--- src/rtl/tx_packet_scheduler.sv ---
// tx_packet_scheduler
// Packet-level sequencer for the 2-bit RMII transmit serializer. For each packet it
// chooses between one video line (LINE_PIXELS bytes from the frame BRAM) and one audio
// chunk (AUDIO_CHUNK bytes from the audio FIFO). It offers a single command, waits for
// the packet to complete, then holds off for the inter-frame gap. A frame of NUM_LINES
// lines is streamed repeatedly, and a line whose packet is aborted is sent again.
//
// Optional feature: define TX_WATCHDOG_EN to enable the WAIT_DONE watchdog. A packet
// that stays in WAIT_DONE for TIMEOUT_CYCLES cycles is then handled as aborted, and the
// sticky err_timeout flag is raised. Without the macro, err_timeout is tied to 0.
//
// Ports:
//   clk, rst            clock and synchronous active-high reset
//   enable              stream enable (level)
//   audio_level         bytes currently held in the audio FIFO
//   cmd_valid/ready     command handshake towards the serializer
//   cmd_type            0 = video, 1 = audio
//   cmd_addr, cmd_len   first pixel address (0 for audio) and payload byte count
//   tx_done, tx_abort   completion / abort pulses from the serializer
//   frame_start         pulses when a line-0 video command is accepted
//   line_idx            line of the next or current video packet
//   sched_busy          high in every state except IDLE
//   err_timeout         sticky watchdog flag
module tx_packet_scheduler #(
    parameter int unsigned LINE_PIXELS    = 320,
    parameter int unsigned NUM_LINES      = 240,
    parameter int unsigned AUDIO_CHUNK    = 64,
    parameter int unsigned IFG_CYCLES     = 48,
    parameter int unsigned TIMEOUT_CYCLES = 4096
) (
    input  logic        clk,
    input  logic        rst,
    input  logic        enable,
    input  logic [9:0]  audio_level,
    output logic        cmd_valid,
    input  logic        cmd_ready,
    output logic        cmd_type,
    output logic [16:0] cmd_addr,
    output logic [8:0]  cmd_len,
    input  logic        tx_done,
    input  logic        tx_abort,
    output logic        frame_start,
    output logic [7:0]  line_idx,
    output logic        sched_busy,
    output logic        err_timeout
);

    localparam int unsigned GapW = $clog2(IFG_CYCLES + 1);

    typedef enum logic [2:0] {StIdle, StDecide, StIssue, StWaitDone, StGap} state_e;

    state_e          state_q, state_d;
    logic [GapW-1:0] gap_cnt_q, gap_cnt_d;
    logic            cmd_valid_q, cmd_valid_d;
    logic            cmd_type_q, cmd_type_d;
    logic [16:0]     cmd_addr_q, cmd_addr_d;
    logic [8:0]      cmd_len_q, cmd_len_d;
    logic            frame_start_q, frame_start_d;
    logic [7:0]      line_idx_q, line_idx_d;
    logic            last_audio_q, last_audio_d;

    logic        audio_ok;
    logic        sel_audio;
    logic        handshake;
    logic        timeout;
    logic [16:0] line_addr;

    assign audio_ok  = audio_level >= 10'(AUDIO_CHUNK);
    // Audio wins when it was not sent last, or when video is disabled (pending audio drains).
    assign sel_audio = audio_ok && (!last_audio_q || !enable);
    assign handshake = cmd_valid_q && cmd_ready;
    assign line_addr = 17'(line_idx_q) * 17'(LINE_PIXELS);

`ifdef TX_WATCHDOG_EN
    localparam int unsigned WdW = $clog2(TIMEOUT_CYCLES + 1);

    logic [WdW-1:0] wd_cnt_q, wd_cnt_d;
    logic           err_q, err_d;

    // A real completion in the same cycle takes precedence over the watchdog.
    assign timeout = (state_q == StWaitDone) && !tx_done && !tx_abort &&
                     (wd_cnt_q == WdW'(TIMEOUT_CYCLES - 1));

    always_comb begin
        wd_cnt_d = wd_cnt_q;
        err_d    = err_q | timeout;
        if (state_q == StIssue && handshake) begin
            wd_cnt_d = '0;
        end else if (state_q == StWaitDone) begin
            wd_cnt_d = wd_cnt_q + 1'b1;
        end
    end

    always_ff @(posedge clk) begin
        if (rst) begin
            wd_cnt_q <= '0;
            err_q    <= 1'b0;
        end else begin
            wd_cnt_q <= wd_cnt_d;
            err_q    <= err_d;
        end
    end

    assign err_timeout = err_q;
`else
    assign timeout     = 1'b0;
    assign err_timeout = 1'b0;
`endif

    // State register
    always_ff @(posedge clk) begin
        if (rst) begin
            state_q <= StIdle;
        end else begin
            state_q <= state_d;
        end
    end

    // Next-state logic
    always_comb begin
        state_d = state_q;
        unique case (state_q)
            StIdle:     if (enable) state_d = StDecide;
            StDecide:   state_d = (audio_ok || enable) ? StIssue : StIdle;
            StIssue:    if (handshake) state_d = StWaitDone;
            StWaitDone: if (tx_done || tx_abort || timeout) state_d = StGap;
            StGap:      if (gap_cnt_q == GapW'(IFG_CYCLES - 1)) state_d = StDecide;
            default:    state_d = StIdle;
        endcase
    end

    // Output / datapath next-state logic
    always_comb begin
        gap_cnt_d     = gap_cnt_q;
        cmd_valid_d   = cmd_valid_q;
        cmd_type_d    = cmd_type_q;
        cmd_addr_d    = cmd_addr_q;
        cmd_len_d     = cmd_len_q;
        frame_start_d = 1'b0;
        line_idx_d    = line_idx_q;
        last_audio_d  = last_audio_q;
        unique case (state_q)
            StDecide: begin
                if (audio_ok || enable) begin
                    cmd_valid_d = 1'b1;
                    cmd_type_d  = sel_audio;
                    cmd_addr_d  = sel_audio ? 17'd0 : line_addr;
                    cmd_len_d   = sel_audio ? 9'(AUDIO_CHUNK) : 9'(LINE_PIXELS);
                end
            end
            StIssue: begin
                if (handshake) begin
                    cmd_valid_d   = 1'b0;
                    last_audio_d  = cmd_type_q;
                    frame_start_d = !cmd_type_q && (line_idx_q == 8'd0);
                end
            end
            StWaitDone: begin
                // tx_done wins over tx_abort; an abort leaves line_idx for a resend.
                if (tx_done && !cmd_type_q) begin
                    line_idx_d = (line_idx_q == 8'(NUM_LINES - 1)) ? 8'd0 : line_idx_q + 8'd1;
                end
                gap_cnt_d = '0;
            end
            StGap: gap_cnt_d = gap_cnt_q + 1'b1;
            default: ;
        endcase
    end

    always_ff @(posedge clk) begin
        if (rst) begin
            gap_cnt_q     <= '0;
            cmd_valid_q   <= 1'b0;
            cmd_type_q    <= 1'b0;
            cmd_addr_q    <= '0;
            cmd_len_q     <= '0;
            frame_start_q <= 1'b0;
            line_idx_q    <= '0;
            last_audio_q  <= 1'b0;
        end else begin
            gap_cnt_q     <= gap_cnt_d;
            cmd_valid_q   <= cmd_valid_d;
            cmd_type_q    <= cmd_type_d;
            cmd_addr_q    <= cmd_addr_d;
            cmd_len_q     <= cmd_len_d;
            frame_start_q <= frame_start_d;
            line_idx_q    <= line_idx_d;
            last_audio_q  <= last_audio_d;
        end
    end

    assign cmd_valid   = cmd_valid_q;
    assign cmd_type    = cmd_type_q;
    assign cmd_addr    = cmd_addr_q;
    assign cmd_len     = cmd_len_q;
    assign frame_start = frame_start_q;
    assign line_idx    = line_idx_q;
    assign sched_busy  = (state_q != StIdle);

endmodule

--- config.mk ---
export PLATFORM = sky130hd
export DESIGN_NAME = tx_packet_scheduler
export DESIGN_NICKNAME = d
export VERILOG_FILES = /design/src/rtl/tx_packet_scheduler.sv
export SDC_FILE = /design/constraint.sdc
export NUM_CORES = 1
export LEC_CHECK = 0
export ABC_CLOCK_PERIOD_IN_PS = 2700
export BUFFER_PORTS_ARGS = -buffer_cell sky130_fd_sc_hd__buf_2
export CAP_MARGIN = 10
export CORE_MARGIN = 4
export CORE_UTILIZATION = 45
export CTS_BUF_LIST = sky130_fd_sc_hd__clkbuf_16
export CTS_CLUSTER_SIZE = 40
export DETAILED_ROUTE_END_ITERATION = 8
export PLACE_DENSITY_LB_ADDON = 0.05
export SLEW_MARGIN = 40
export SYNTH_ARGS = -nofsm -noshare
export SYNTH_HDL_FRONTEND = slang
export SYNTH_SLANG_ARGS = --single-unit
--- constraint.sdc ---
create_clock -name clk -period 2.7 [get_ports clk]
set_input_delay 0.135 -clock clk [delete_from_list [all_inputs] [get_ports clk]]
set_output_delay 0.135 -clock clk [all_outputs]
set_load 0.02 [all_outputs]
# Word level (Yosys, flattened, before mapping)
# Index checks and enable logic that the tools add are counted.
# word_totals
ff_bits	47
inputBits	16
out_inout_bits	39
# op_classes
n_bitwise	2
muxes	13
n_lt_le_gt_ge	1
eq_ne	11
n_mul	1
n_addsub	2
reduce_logical	21
# ops
cell	count
$mux W17	1
$pmux W3 S5	1
$mux W3	4
$pmux W6 S2	1
$mul A8 B3 Y11 const B	1
$ge A10 B7 Y1 const B	1
$ne A2 B2 Y1 const B	5
$mux W9	1
$add A8 B1 Y8 const B	1
$eq A8 B8 Y1 const B	1
$logic_not A8 Y1	1
$mux W8	1
$add A6 B1 Y6 const B	1
$eq A3 B2 Y1 const B	2
$eq A6 B6 Y1 const B	1
$reduce_and A2 Y1	3
$logic_and A1 B1 Y1	4
$reduce_and A4 Y1	1
$reduce_bool A2 Y1	2
$eq A3 B1 Y1 const B	1
$eq A3 B3 Y1 const B	1
$logic_not A1 Y1	3
$logic_not A3 Y1	1
$logic_or A1 B1 Y1	3
other kinds (7)	9

# Longest topological paths before layout
# depth
depth_word	4
depth_mapped	8

# Least setup slack after synthesis
# Ideal clock, no wire load.
# synth_timing
path_kind	reg2reg
start	reg line_idx_q[3] (netlist: line_idx[3])
end	reg cmd_addr_q[15] (netlist: cmd_addr[15])
stages_incl_launch_ff	9
setup_ns	0.079
arrival_ns	2.046
path_buffers	0
path_slack_ns	0.575
cell_sequence	dfxtp_1 > ha_1 > ha_1 > inv_1 > fa_1 > nor2b_1 > o31ai_1 > a2111o_1 > o211ai_1
# synth_between
elab_chain_cells	2
# synth_lines
item	line	text
from (decl)	59	logic [7:0] line_idx_q, line_idx_d;
from (signal assigned)	187	line_idx_q <= line_idx_d;
$mul A8 B3 Y11	72	assign line_addr = 17'(line_idx_q) * 17'(LINE_PIXELS);
$mux W17	147	cmd_addr_d = sel_audio ? 17'd0 : line_addr;
to (signal assigned)	184	cmd_addr_q <= cmd_addr_d;
to (decl)	56	logic [16:0] cmd_addr_q, cmd_addr_d;
# Every way passes these cells.
# A chain may end at the register's enable or synchronous reset.

# Final worst setup path
# Same ends and word-level chain as after synthesis.

==> out/qor.txt <==
Slowest cell on crit path: dfxtp_1
Leakage: 1.036 nW
Pre-CTS WS: 0.4768 ns
Post-CTS setup buffer count: 0
Setup CP Type: reg2reg
Setup tns final: 0 ns
Maxcap violations: 0
CTS Sinks: 34
PD cells: 505.2 mW/mm²
Startpoint Class: register
Max Slew Vio Count: 0
WHS: 0.1849 ns
Post-DP HPWL: 3265 µm
I/O pin count: 55
Min-Delay Path Class: in2reg
Worst Path Required: 2.86 ns
RSZ-0062 raised after global routing: no
Crit path from: line_idx[3]
Area of the mapped netlist: 0.002026 mm²
All-Layer GR Usage: 17.29%
Run status: complete, no violations
Power share of the sequential group: 45.4%
Worst r2r src: line_idx[3]
Post-synth EDFFs: 0
Die Span X: 75.10 µm
Buf/Inv on CP: 1
Seq cells post-synth: 34
CP max FO: 7
IO buf count: 34
ANT cells: 0
CTS root buf: clkbuf_16
Combinational fraction of design power: 8.4%
Clk slew on worst S/H paths: 0.05 ns
CP peak stage delay: 0.53 ns
Worst-case clock buffer depth: 2
Layout cells sized above 1: 18.87%
TritonCTS clock tree: yes
Routed vias: 1675
Post-Layout Cell Count: 317
# DRC: 0
Yosys cell types: 47
CP Capture Type: register
Setup Viol. Count Final: 0
Wire length per cell: 14.13 µm
Detailed Route WL: 4478 µm
Overflow after GRT: 0
CTS Hold Buffers Added: 0
Final RePlAce weighted congestion: 0.7343
Worst-Margin Slew: 0.6326 ns
FFs w/ async S/R, synth: 0%
Internal power: 0.0008716 W
Setup Skew: 0.004595 ns
Iteration-0 DRC count of the detailed router: 123
Final worst-path cycle share: 84.01%
Sw Ratio: 24.60%
Post-CTS sizing: 0
Sequential share of the synthesized area: 33.60%
Switch Pwr: 0.0002844 W
Fin crit period: 2.268 ns
First-pass DRT Iterations: 4
Synth Instances: 232
First-pass GRT wire length: 7383 µm
VDD IR max: 0.3170 mV
Crit-path cells: ha_1 -> ha_1 -> inv_1 -> fa_1 -> nor2b_1 -> o31ai_1 -> a2111o_1 -> o211ai_1
CTS H-tree depth: 2
Hold path start: tx_abort
Die footprint: 0.005639 mm²
Starting density of the core: 46.52%
Commonest non-fill, non-tap cells in the layout: dfxtp_1, buf_2, nor2_1
Final worst-path setup slack: 0.4318 ns
ANT nets after route: 0
Die Ht: 75.10 µm
Num CTS Buffers: 5
Clk pwr share: 46.2%
Rel. slew slack: 57.77%
Num rows: 24
Synth Warn #: 0
Final hold vios: 0
FMAX: 440.9 MHz
Largest net degree at the start of global routing: 27
Crit-path most repeated cell: ha_1
Core box area: 0.004354 mm²
Crit path arrival time: 2.43 ns
Area delta synth->final: 12.97%
Syn_area_per_cell: 8.731 µm²
Ys flop type: dfxtp_1
Nets: 296
Vias/cell: 5.284
Initial antenna violation count: 0
Worst-skew pair later-pin latency: 0.28 ns
Vias in the first global route: 1523
Placed Cells: 309
Top delay family on crit path: compound AO/OA/AOI/OAI gates
-- worst min-delay path, delay by kind of cell --
family          cells  cell delay, ns
simple gates        2            0.13
buf+inv             1            0.08
compound gates      1            0.06
-- synth_stat cells, types with 2 or more instances --
| cell type | count | share of area (%) |
|---|---|---|
| buf_6 | 3 | 1.7 |
| or3_1 | 4 | 1.2 |
| xor2_1 | 3 | 1.3 |
| nand2_1 | 11 | 2.0 |
| and3b_1 | 2 | 0.86 |
| ha_1 | 15 | 9.3 |
| nand2b_1 | 3 | 0.93 |
| o211ai_1 | 5 | 1.9 |
| nor4_1 | 9 | 2.8 |
| o21a_1 | 3 | 1.1 |
| buf_4 | 16 | 5.9 |
| or2_2 | 2 | 0.62 |
| a22oi_1 | 6 | 2.2 |
| xnor2_1 | 3 | 1.3 |
| dfxtp_1 | 34 | 34 |
| a211oi_1 | 3 | 1.1 |
| nor2_1 | 28 | 5.2 |
| mux2i_1 | 3 | 1.5 |
| inv_1 | 13 | 2.4 |
| a21oi_1 | 19 | 4.7 |
| o2111ai_1 | 2 | 0.86 |
| nand4_1 | 4 | 1.2 |
| clkbuf_1 | 4 | 0.74 |
| nor3_1 | 4 | 0.99 |
| nand3_1 | 6 | 1.5 |
| o21ai_0 | 6 | 1.5 |
-- metal layers --
layer	routed length [µm]	track usage, %	vias to the layer above
met4	67	6.522	0
met5	0	0	-
met2	1903	25.82	34
met3	212	3.738	5
met1	2294	24.29	761
li1	-	-	875
-- power by group through the flow --
stage / clock [W] / combinational, W / sequential, W
CTS: 0.000551 / 0.0000976 / 0.000525
floorplan: 0 / 0.0000934 / 0.000532
global placement: 0 / 0.0000967 / 0.000535
detailed placement: 0 / 0.0000971 / 0.000536
finish: 0.000534 / 0.0000968 / 0.000525
global route: 0.000573 / 0.000107 / 0.000527
-- cell families (layout without fill, tap and decap cells) --
group           Yosys count  count (layout)  share of synthesized area [%]
flops                    34              34                          33.60
mux                       3               3                          1.482
simple gates             80              80                          21.25
compound gates           55              55                          19.64
fa+ha+maj                16              16                          10.25
buf+inv                  37              57                          10.99
other cells               1              14                         0.1851
xor+xnor                  6               6                          2.595
-- worst paths after layout --
check,end,slack (ns),cells past startpoint
setup / recovery,cmd_addr[15],0.43,8
hold / removal,state_q[0],0.18,4
setup reg to reg,cmd_addr[15],0.43,8
hold reg to reg,cmd_addr[13],0.44,2
-- final cells by class --
class,instances,area [µm²]
fillers,448,2066
multi-input cells,174,1171
flip-flops and latches,34,680.7
repair buffers,36,185.2
clock buffers,5,125.1
well taps,52,65.06
inverters,13,48.80
clock inverters,3,12.51
-- stage by stage --
step / area (µm²) / util, % / total power [W]
global route: 2288 / 52.56 / 0.001207
floorplan: 2074 / - / 0.0006258
detailed placement: 2151 / 49.40 / 0.0006327
global placement: 2151 / 49.40 / 0.0006321
CTS: 2288 / 52.56 / 0.001173
finish: 2288 / 52.56 / 0.001156
-- state kept, by name, summed over array words and instances, names as in the netlist --
signal        cells
cmd_valid         1
last_audio_q      1
cmd_addr         11
cmd_len           2
gap_cnt_q         6
state_q           3
frame_start       1
line_idx          8
cmd_type          1
Note: power is estimated with default switching activity, not from simulation.
